`config.mk`:
```
export PLATFORM = sky130hd
export DESIGN_NAME = mem_stage
export DESIGN_NICKNAME = d
export VERILOG_FILES = /design/src/rtl/mem_stage.sv
export SDC_FILE = /design/constraint.sdc
export NUM_CORES = 1
export LEC_CHECK = 0
export CAP_MARGIN = 20
export CORE_ASPECT_RATIO = 1.1
export CORE_MARGIN = 2
export CORE_UTILIZATION = 39
export CTS_BUF_LIST = sky130_fd_sc_hd__clkbuf_8
export DETAILED_ROUTE_END_ITERATION = 10
export PLACE_DENSITY = 0.92
export SLEW_MARGIN = 10
export SYNTH_ARGS = -nofsm -noshare
export SYNTH_HDL_FRONTEND = slang
export SYNTH_SLANG_ARGS = --single-unit
```
`constraint.sdc`:
```
create_clock -name clk -period 6.88 [get_ports clk]
set_clock_uncertainty 0.1 [all_clocks]
set_input_delay 2.064 -clock clk [delete_from_list [all_inputs] [get_ports clk]]
set_output_delay 2.064 -clock clk [all_outputs]
set_load 0.1 [all_outputs]
```
`src/rtl/mem_stage.sv`:
```
// Memory access stage: drives the asynchronous data memory for loads and
// stores, aligns/extends load data and registers the MEM/WB results.
module mem_stage (
  input  logic        clk,
  input  logic        rst,
  input  logic [31:0] alu_i,
  input  logic [31:0] wdata_i,
  input  logic [31:0] d_mem_i,
  input  logic        mem_re_i,
  input  logic        mem_wr_i,
  input  logic [2:0]  mem_f3_i,
  input  logic [4:0]  rd_i,
  input  logic        reg_we_i,
  input  logic        stall_i,
  output logic [31:0] d_mem_addr_o,
  output logic [31:0] d_mem_wdata_o,
  output logic [3:0]  d_mem_be_o,
  output logic        d_mem_re_o,
  output logic [31:0] wb_data_o,
  output logic [4:0]  rd_o,
  output logic        reg_we_o,
  output logic        misalign_o
);

  logic [1:0]  off;
  logic [3:0]  st_be;
  logic        st_bad;
  logic [31:0] ld_data;
  logic        ld_bad;
  logic [7:0]  ld_byte;
  logic [15:0] ld_half;
  logic        misalign;
  logic [31:0] wb_data_d, wb_data_q;
  logic [4:0]  rd_d, rd_q;
  logic        reg_we_d, reg_we_q;
  logic        misalign_d, misalign_q;

  assign off          = alu_i[1:0];
  assign d_mem_addr_o = {alu_i[31:2], 2'b00};
  // A store wins over a simultaneous load, so the read strobe is masked.
  assign d_mem_re_o   = mem_re_i & ~mem_wr_i;

  // Store lane replication and byte enables by access size.
  always_comb begin
    d_mem_wdata_o = wdata_i;
    st_be         = 4'b0000;
    st_bad        = 1'b0;
    case (mem_f3_i)
      3'b000: begin
        d_mem_wdata_o = {4{wdata_i[7:0]}};
        st_be         = 4'b0001 << off;
      end
      3'b001: begin
        d_mem_wdata_o = {2{wdata_i[15:0]}};
        st_be         = 4'b0011 << {alu_i[1], 1'b0};
        st_bad        = alu_i[0];
      end
      3'b010: begin
        d_mem_wdata_o = wdata_i;
        st_be         = 4'b1111;
        st_bad        = (off != 2'b00);
      end
      default: begin
        st_be  = 4'b0000;
        st_bad = 1'b1;
      end
    endcase
  end

  // Enables are suppressed while stalled so a held instruction never writes twice.
  assign d_mem_be_o = (mem_wr_i & ~stall_i & ~st_bad) ? st_be : 4'b0000;

  // Byte and halfword selection from the returned memory word.
  always_comb begin
    ld_byte = d_mem_i[7:0];
    case (off)
      2'd0:    ld_byte = d_mem_i[7:0];
      2'd1:    ld_byte = d_mem_i[15:8];
      2'd2:    ld_byte = d_mem_i[23:16];
      default: ld_byte = d_mem_i[31:24];
    endcase
    ld_half = alu_i[1] ? d_mem_i[31:16] : d_mem_i[15:0];
  end

  // Load sign/zero extension; misaligned or undefined sizes return zero.
  always_comb begin
    ld_data = 32'h0;
    ld_bad  = 1'b0;
    case (mem_f3_i)
      3'b000: ld_data = {{24{ld_byte[7]}}, ld_byte};
      3'b100: ld_data = {24'h0, ld_byte};
      3'b001: begin
        ld_bad  = alu_i[0];
        ld_data = alu_i[0] ? 32'h0 : {{16{ld_half[15]}}, ld_half};
      end
      3'b101: begin
        ld_bad  = alu_i[0];
        ld_data = alu_i[0] ? 32'h0 : {16'h0, ld_half};
      end
      3'b010: begin
        ld_bad  = (off != 2'b00);
        ld_data = (off != 2'b00) ? 32'h0 : d_mem_i;
      end
      default: begin
        ld_bad  = 1'b1;
        ld_data = 32'h0;
      end
    endcase
  end

  // Next-state selection for the MEM/WB register.
  always_comb begin
    misalign   = mem_wr_i ? st_bad : (mem_re_i ? ld_bad : 1'b0);
    wb_data_d  = d_mem_re_o ? ld_data : alu_i;
    rd_d       = rd_i;
    reg_we_d   = reg_we_i & ~misalign;
    misalign_d = misalign & (mem_re_i | mem_wr_i);
  end

  // MEM/WB register: holds under stall, cleared asynchronously by reset.
  always_ff @(posedge clk or negedge rst) begin
    if (!rst) begin
      wb_data_q  <= 32'h0;
      rd_q       <= 5'h0;
      reg_we_q   <= 1'b0;
      misalign_q <= 1'b0;
    end else if (!stall_i) begin
      wb_data_q  <= wb_data_d;
      rd_q       <= rd_d;
      reg_we_q   <= reg_we_d;
      misalign_q <= misalign_d;
    end
  end

  assign wb_data_o  = wb_data_q;
  assign rd_o       = rd_q;
  assign reg_we_o   = reg_we_q;
  assign misalign_o = misalign_q;

endmodule

```
Word level (Yosys, flattened, before mapping)
Cells that the tools add are included.
Operators by class
  eq/ne operators: 6
  shift operators: 2
  multiplexer cells: 14
  bitwise gates (word level): 10
  reductions and logical operators: 5
Operators with widths (number)
  $pmux 32 s5: 1
  $mux 32: 3
  $pmux 32 s2: 1
  $mux 16: 2
  $pmux 8 s3: 1
  $pmux 4 s3: 1
  $eq 3x3->1 const B: 2
  $pmux 1 s3: 2
  $and 1x1->1: 5
  $mux 4: 1
  $not 1->1: 4
  $reduce_or 2->1: 2
  $shl 1x2->4 const A: 1
  $shl 2x2->4 const A: 1
  $eq 3x1->1 const B: 1
  $eq 3x2->1 const B: 1
  $logic_not 3->1: 1
  $eq 2x1->1 const B: 1
  $eq 2x2->1 const B: 1
  $logic_not 2->1: 1
  $mux 1: 2
  $reduce_bool 2->1: 1
  $or 1x1->1: 1
Storage, ports and cells
  flip-flop bits (word level): 39
  word-level logic and storage cells: 41

Longest topological paths before layout
  word-level depth: 7
  mapped depth: 6
  mapped depth without buffers: 4

Worst setup path before layout
OpenSTA, ideal clock, no wires.
  path kind: input port to output port
  from: input mem_f3_i[0]
  to: output d_mem_be_o[0]
  arrival: 7.222 ns
  required time: 4.716 ns
  path slack: -2.506 ns
  cell stages on the path: 3
  path through: clkbuf_1 -> buf_2 -> a2111oi_0
On the way
  word-level cells in the longest chain between the ends: 5
  elaborated cells between the ends (all ways): 8
RTL lines
  from (decl): line 11  | input logic [2:0] mem_f3_i,
  $eq 3x2->1, or another cell as far along: line 48  | case (mem_f3_i)
  $pmux 1 s3: line 48
  $not 1->1: line 71  | assign d_mem_be_o = (mem_wr_i & ~stall_i & ~st_bad) ? st_be : 4'b0000;
  $and 1x1->1: line 71
  $mux 4 (*): line 71
  to (decl): line 17  | output logic [3:0] d_mem_be_o,
Mark *: on every way between the ends. The rest lies on a longest branch, timed or not.

Worst setup path after layout
  from: input mem_f3_i[1]
  to: output d_mem_wdata_o[8]
On the way
  word-level cells in the longest chain between the ends: 2
  elaborated cells between the ends (all ways): 3
RTL lines
  $eq 3x1->1 or $logic_not 3->1 (tied branches): line 48
  $pmux 32 s2 (*): line 48
  to (decl): line 16  | output logic [31:0] d_mem_wdata_o,
Marked as above.

==> impl_metrics.env <==
export IMPL_grt_overflow=0
export IMPL_highest_layer="met4"
export IMPL_critPathSlowestCell="nor3_2"
export IMPL_ioPinCount=218
export IMPL_regArea_um2=976
export IMPL_critical_path_class="in -> out"
export IMPL_finalSetupViolCount=0
export IMPL_cts_tree="done"
export IMPL_fin_crit_ps=6220
export IMPL_swShare=0.517
export IMPL_syn_inst=355
export IMPL_grt_max_degree=77
export IMPL_wirelength_um=11400
export IMPL_post_place_ws_ps=682
export IMPL_cts_buffers=5
export IMPL_clock_latency_ps=280
export IMPL_comb_power_share=0.620
export IMPL_crit_required_ps=4720
export IMPL_synthArstFlopShare=1.00
export IMPL_synth_top_cell_area_share=0.320
export IMPL_antennaDiodeCount=0
export IMPL_post_cts_resize_count=0
export IMPL_final_max_slew_violation_count=0
export IMPL_ctsHoldBuffers=0
export IMPL_synth_cell_types=43
export IMPL_outcome="completed"
export IMPL_ant_nets=0
export IMPL_port_buffers=215
export IMPL_drt_first_pass_iters=4
export IMPL_met3_length_um=709
export IMPL_p_switching_mw=0.554
export IMPL_tightest_slew_ps=1000
export IMPL_ir_worst_vdd_v=0.000134
export IMPL_num_vias=3290
export IMPL_arrival_ps=4050
export IMPL_route_met2_wl_um=5860
export IMPL_seq_power_share=0.249
export IMPL_crit_fanout=16
export IMPL_cts_buffer_depth=2
export IMPL_cts_htree_levels=2
export IMPL_rows=33
export IMPL_dp_hpwl_um=9040
export IMPL_routedLengthMet1_um=4430
export IMPL_dieArea_um2=8550
export IMPL_design_area_um2=5240
export IMPL_clkTransAtPathRegs_ps=70
export IMPL_wl_per_cell_um=18.2
export IMPL_clkPwrFrac=0.131
export IMPL_fin_ws_ps=662
export IMPL_drc=0
export IMPL_power_density_nw_per_um2=205
export IMPL_post_route_period_util=0.904
export IMPL_synth_most_common_cell="nand2_1"
export IMPL_multi_input_area_um2=1640
export IMPL_drive_above_1_share=0.226
export IMPL_coreArea_um2=7510
export IMPL_critPathMaxStageDelay_ps=720
export IMPL_synth_seq_cells=39
export IMPL_area_growth_pct=71.6
export IMPL_post_cts_buffers=0
export IMPL_hold_class="reg -> reg"
export IMPL_cap_violations=0
export IMPL_internal_power_mw=0.518
export IMPL_yosys_top_cells_count="53 x nand2_1, 41 x buf_4, 39 x dfrtp_1, 28 x mux2_2, 24 x a21oi_1"
export IMPL_synthesis_area_per_instance_um2=8.59
export IMPL_vias_per_cell=5.28
export IMPL_timing_fmax_mhz=161
export IMPL_start_util=0.406
export IMPL_synth_top_area_cell="dfrtp_1"
export IMPL_finalWeightedCongestion=0.895
export IMPL_syn_cell_area_um2=3050
export IMPL_hold_viol=0
export IMPL_nets=629
export IMPL_crit_path_start_kind="input port"
export IMPL_p_leak_nw=2.29
export IMPL_drtIter0Drc=153
export IMPL_cp_end_kind="output pin"
export IMPL_yosysSeqAreaShare=0.320
export IMPL_rsz0062_at_grt="false"
export IMPL_die_h_um=96.8
export IMPL_synthFlopType="dfrtp_1"
export IMPL_gr_usage_all_layers=0.265
export IMPL_finalSetupTns_ps=0
export IMPL_clock_sinks=39
export IMPL_worst_hold_slack_ps=388
export IMPL_fillCellCount=613
export IMPL_antenna_found_initial=0
export IMPL_synthTopCellsByArea="dfrtp_1 32%, mux2_2 10%, buf_4 10%"
export IMPL_die_w_um=88.3
export IMPL_place_area_um2=5160
export IMPL_synth_edf_count=0
export IMPL_worstPathCellList="clkdlybuf4s50_1 -> nor3_2 -> mux2_2 -> buf_12"
export IMPL_grt_first_pass_wirelength_um=17800
export IMPL_yosys_warnings=0
export IMPL_relSlewSlack=0.328
export IMPL_cts_root_buffer="clkbuf_8"
export IMPL_first_global_vias=3367
## layer usage
| layer | track usage | vias up |
|---|---|---|
| met3 | 0.0486 | 31 |
| met5 | 0 | - |
| met1 | 0.331 | 1557 |
| met2 | 0.453 | 142 |
| li1 | - | 1560 |
| met4 | 0.0862 | 0 |
## placed cells by master (no fill, tap or decap), types with 2 or more instances in the layout
master	n
a211o_1	16
a21oi_1	24
a22o_1	8
a22oi_1	7
a31oi_1	7
buf_12	29
buf_2	2
buf_4	44
clkbuf_8	5
clkdlybuf4s50_1	146
conb_1	2
dfrtp_1	39
inv_1	9
mux2_2	28
mux2i_1	10
nand2_1	53
nand2b_1	2
nand3_1	8
nand3b_1	8
nand4_1	8
nor2_1	16
nor2b_1	2
nor3_1	5
nor3_2	2
nor3b_1	2
o21ai_0	19
## registers in the layout (all words and copies together), names as in the netlist
name        flops
misalign_o      1
rd_o            5
reg_we_o        1
wb_data_o      32
## cells by family (layout without fill, tap and decap cells)
kind of cell | Yosys count | in the layout | synth area share
buffers and inverters | 74 | 236 | 0.148
other | 1 | 2 | 0.00123
muxes | 39 | 39 | 0.144
xor gates and xnor gates | 1 | 1 | 0.00287
AOI/OAI and AO/OA | 90 | 90 | 0.204
DFF | 39 | 39 | 0.320
and+or+nand+nor | 111 | 111 | 0.181
## power by group through the flow
stage	logic, mW	clock network [mW]	registers [mW]
after CTS	0.667	0.144	0.266
after floorplan	0.284	0	0.446
after global placement	0.658	0	0.269
final	0.664	0.141	0.266
after global routing	0.687	0.155	0.269
after detailed placement	0.665	0	0.270
## area by class of cell
cell class              instances  share of cell area
clock inverters                 1            0.000717
clock buffers                   5              0.0131
well taps                     105              0.0251
flip-flops and latches         39               0.186
multi-input cells             243               0.313
inverters                       9             0.00645
repair buffers                221               0.455
## critical path: cells and delay by family
kind	cells	cell delay, ps
buffers and inverters	2	820
AND/OR/NAND/NOR	1	720
multiplexers	1	440
## final timing paths
check	endpoint	slack (ps)	cells after the start	startpoint
setup / recovery	d_mem_wdata_o[8]	660	4	mem_f3_i[1]
hold / removal	wb_data_o[15]$_DFFE_PN0N_	390	2	wb_data_o[15]$_DFFE_PN0N_
setup reg to reg	wb_data_o[31]$_DFFE_PN0N_	5800	3	wb_data_o[31]$_DFFE_PN0N_
hold reg to reg	wb_data_o[15]$_DFFE_PN0N_	390	2	wb_data_o[15]$_DFFE_PN0N_
max in group asynchronous	reg_we_o$_DFFE_PN0N_	4320	1	rst
min in group asynchronous	wb_data_o[13]$_DFFE_PN0N_	1790	1	rst
## stage by stage
step	instances	util	total power [mW]
after CTS	623	0.697	1.08
after global placement	617	0.687	0.927
final	623	0.697	1.07
after global routing	623	0.697	1.11
after detailed placement	617	0.687	0.936
after floorplan	356	-	0.730
No activity file was read; power rests on OpenSTA's default activity.
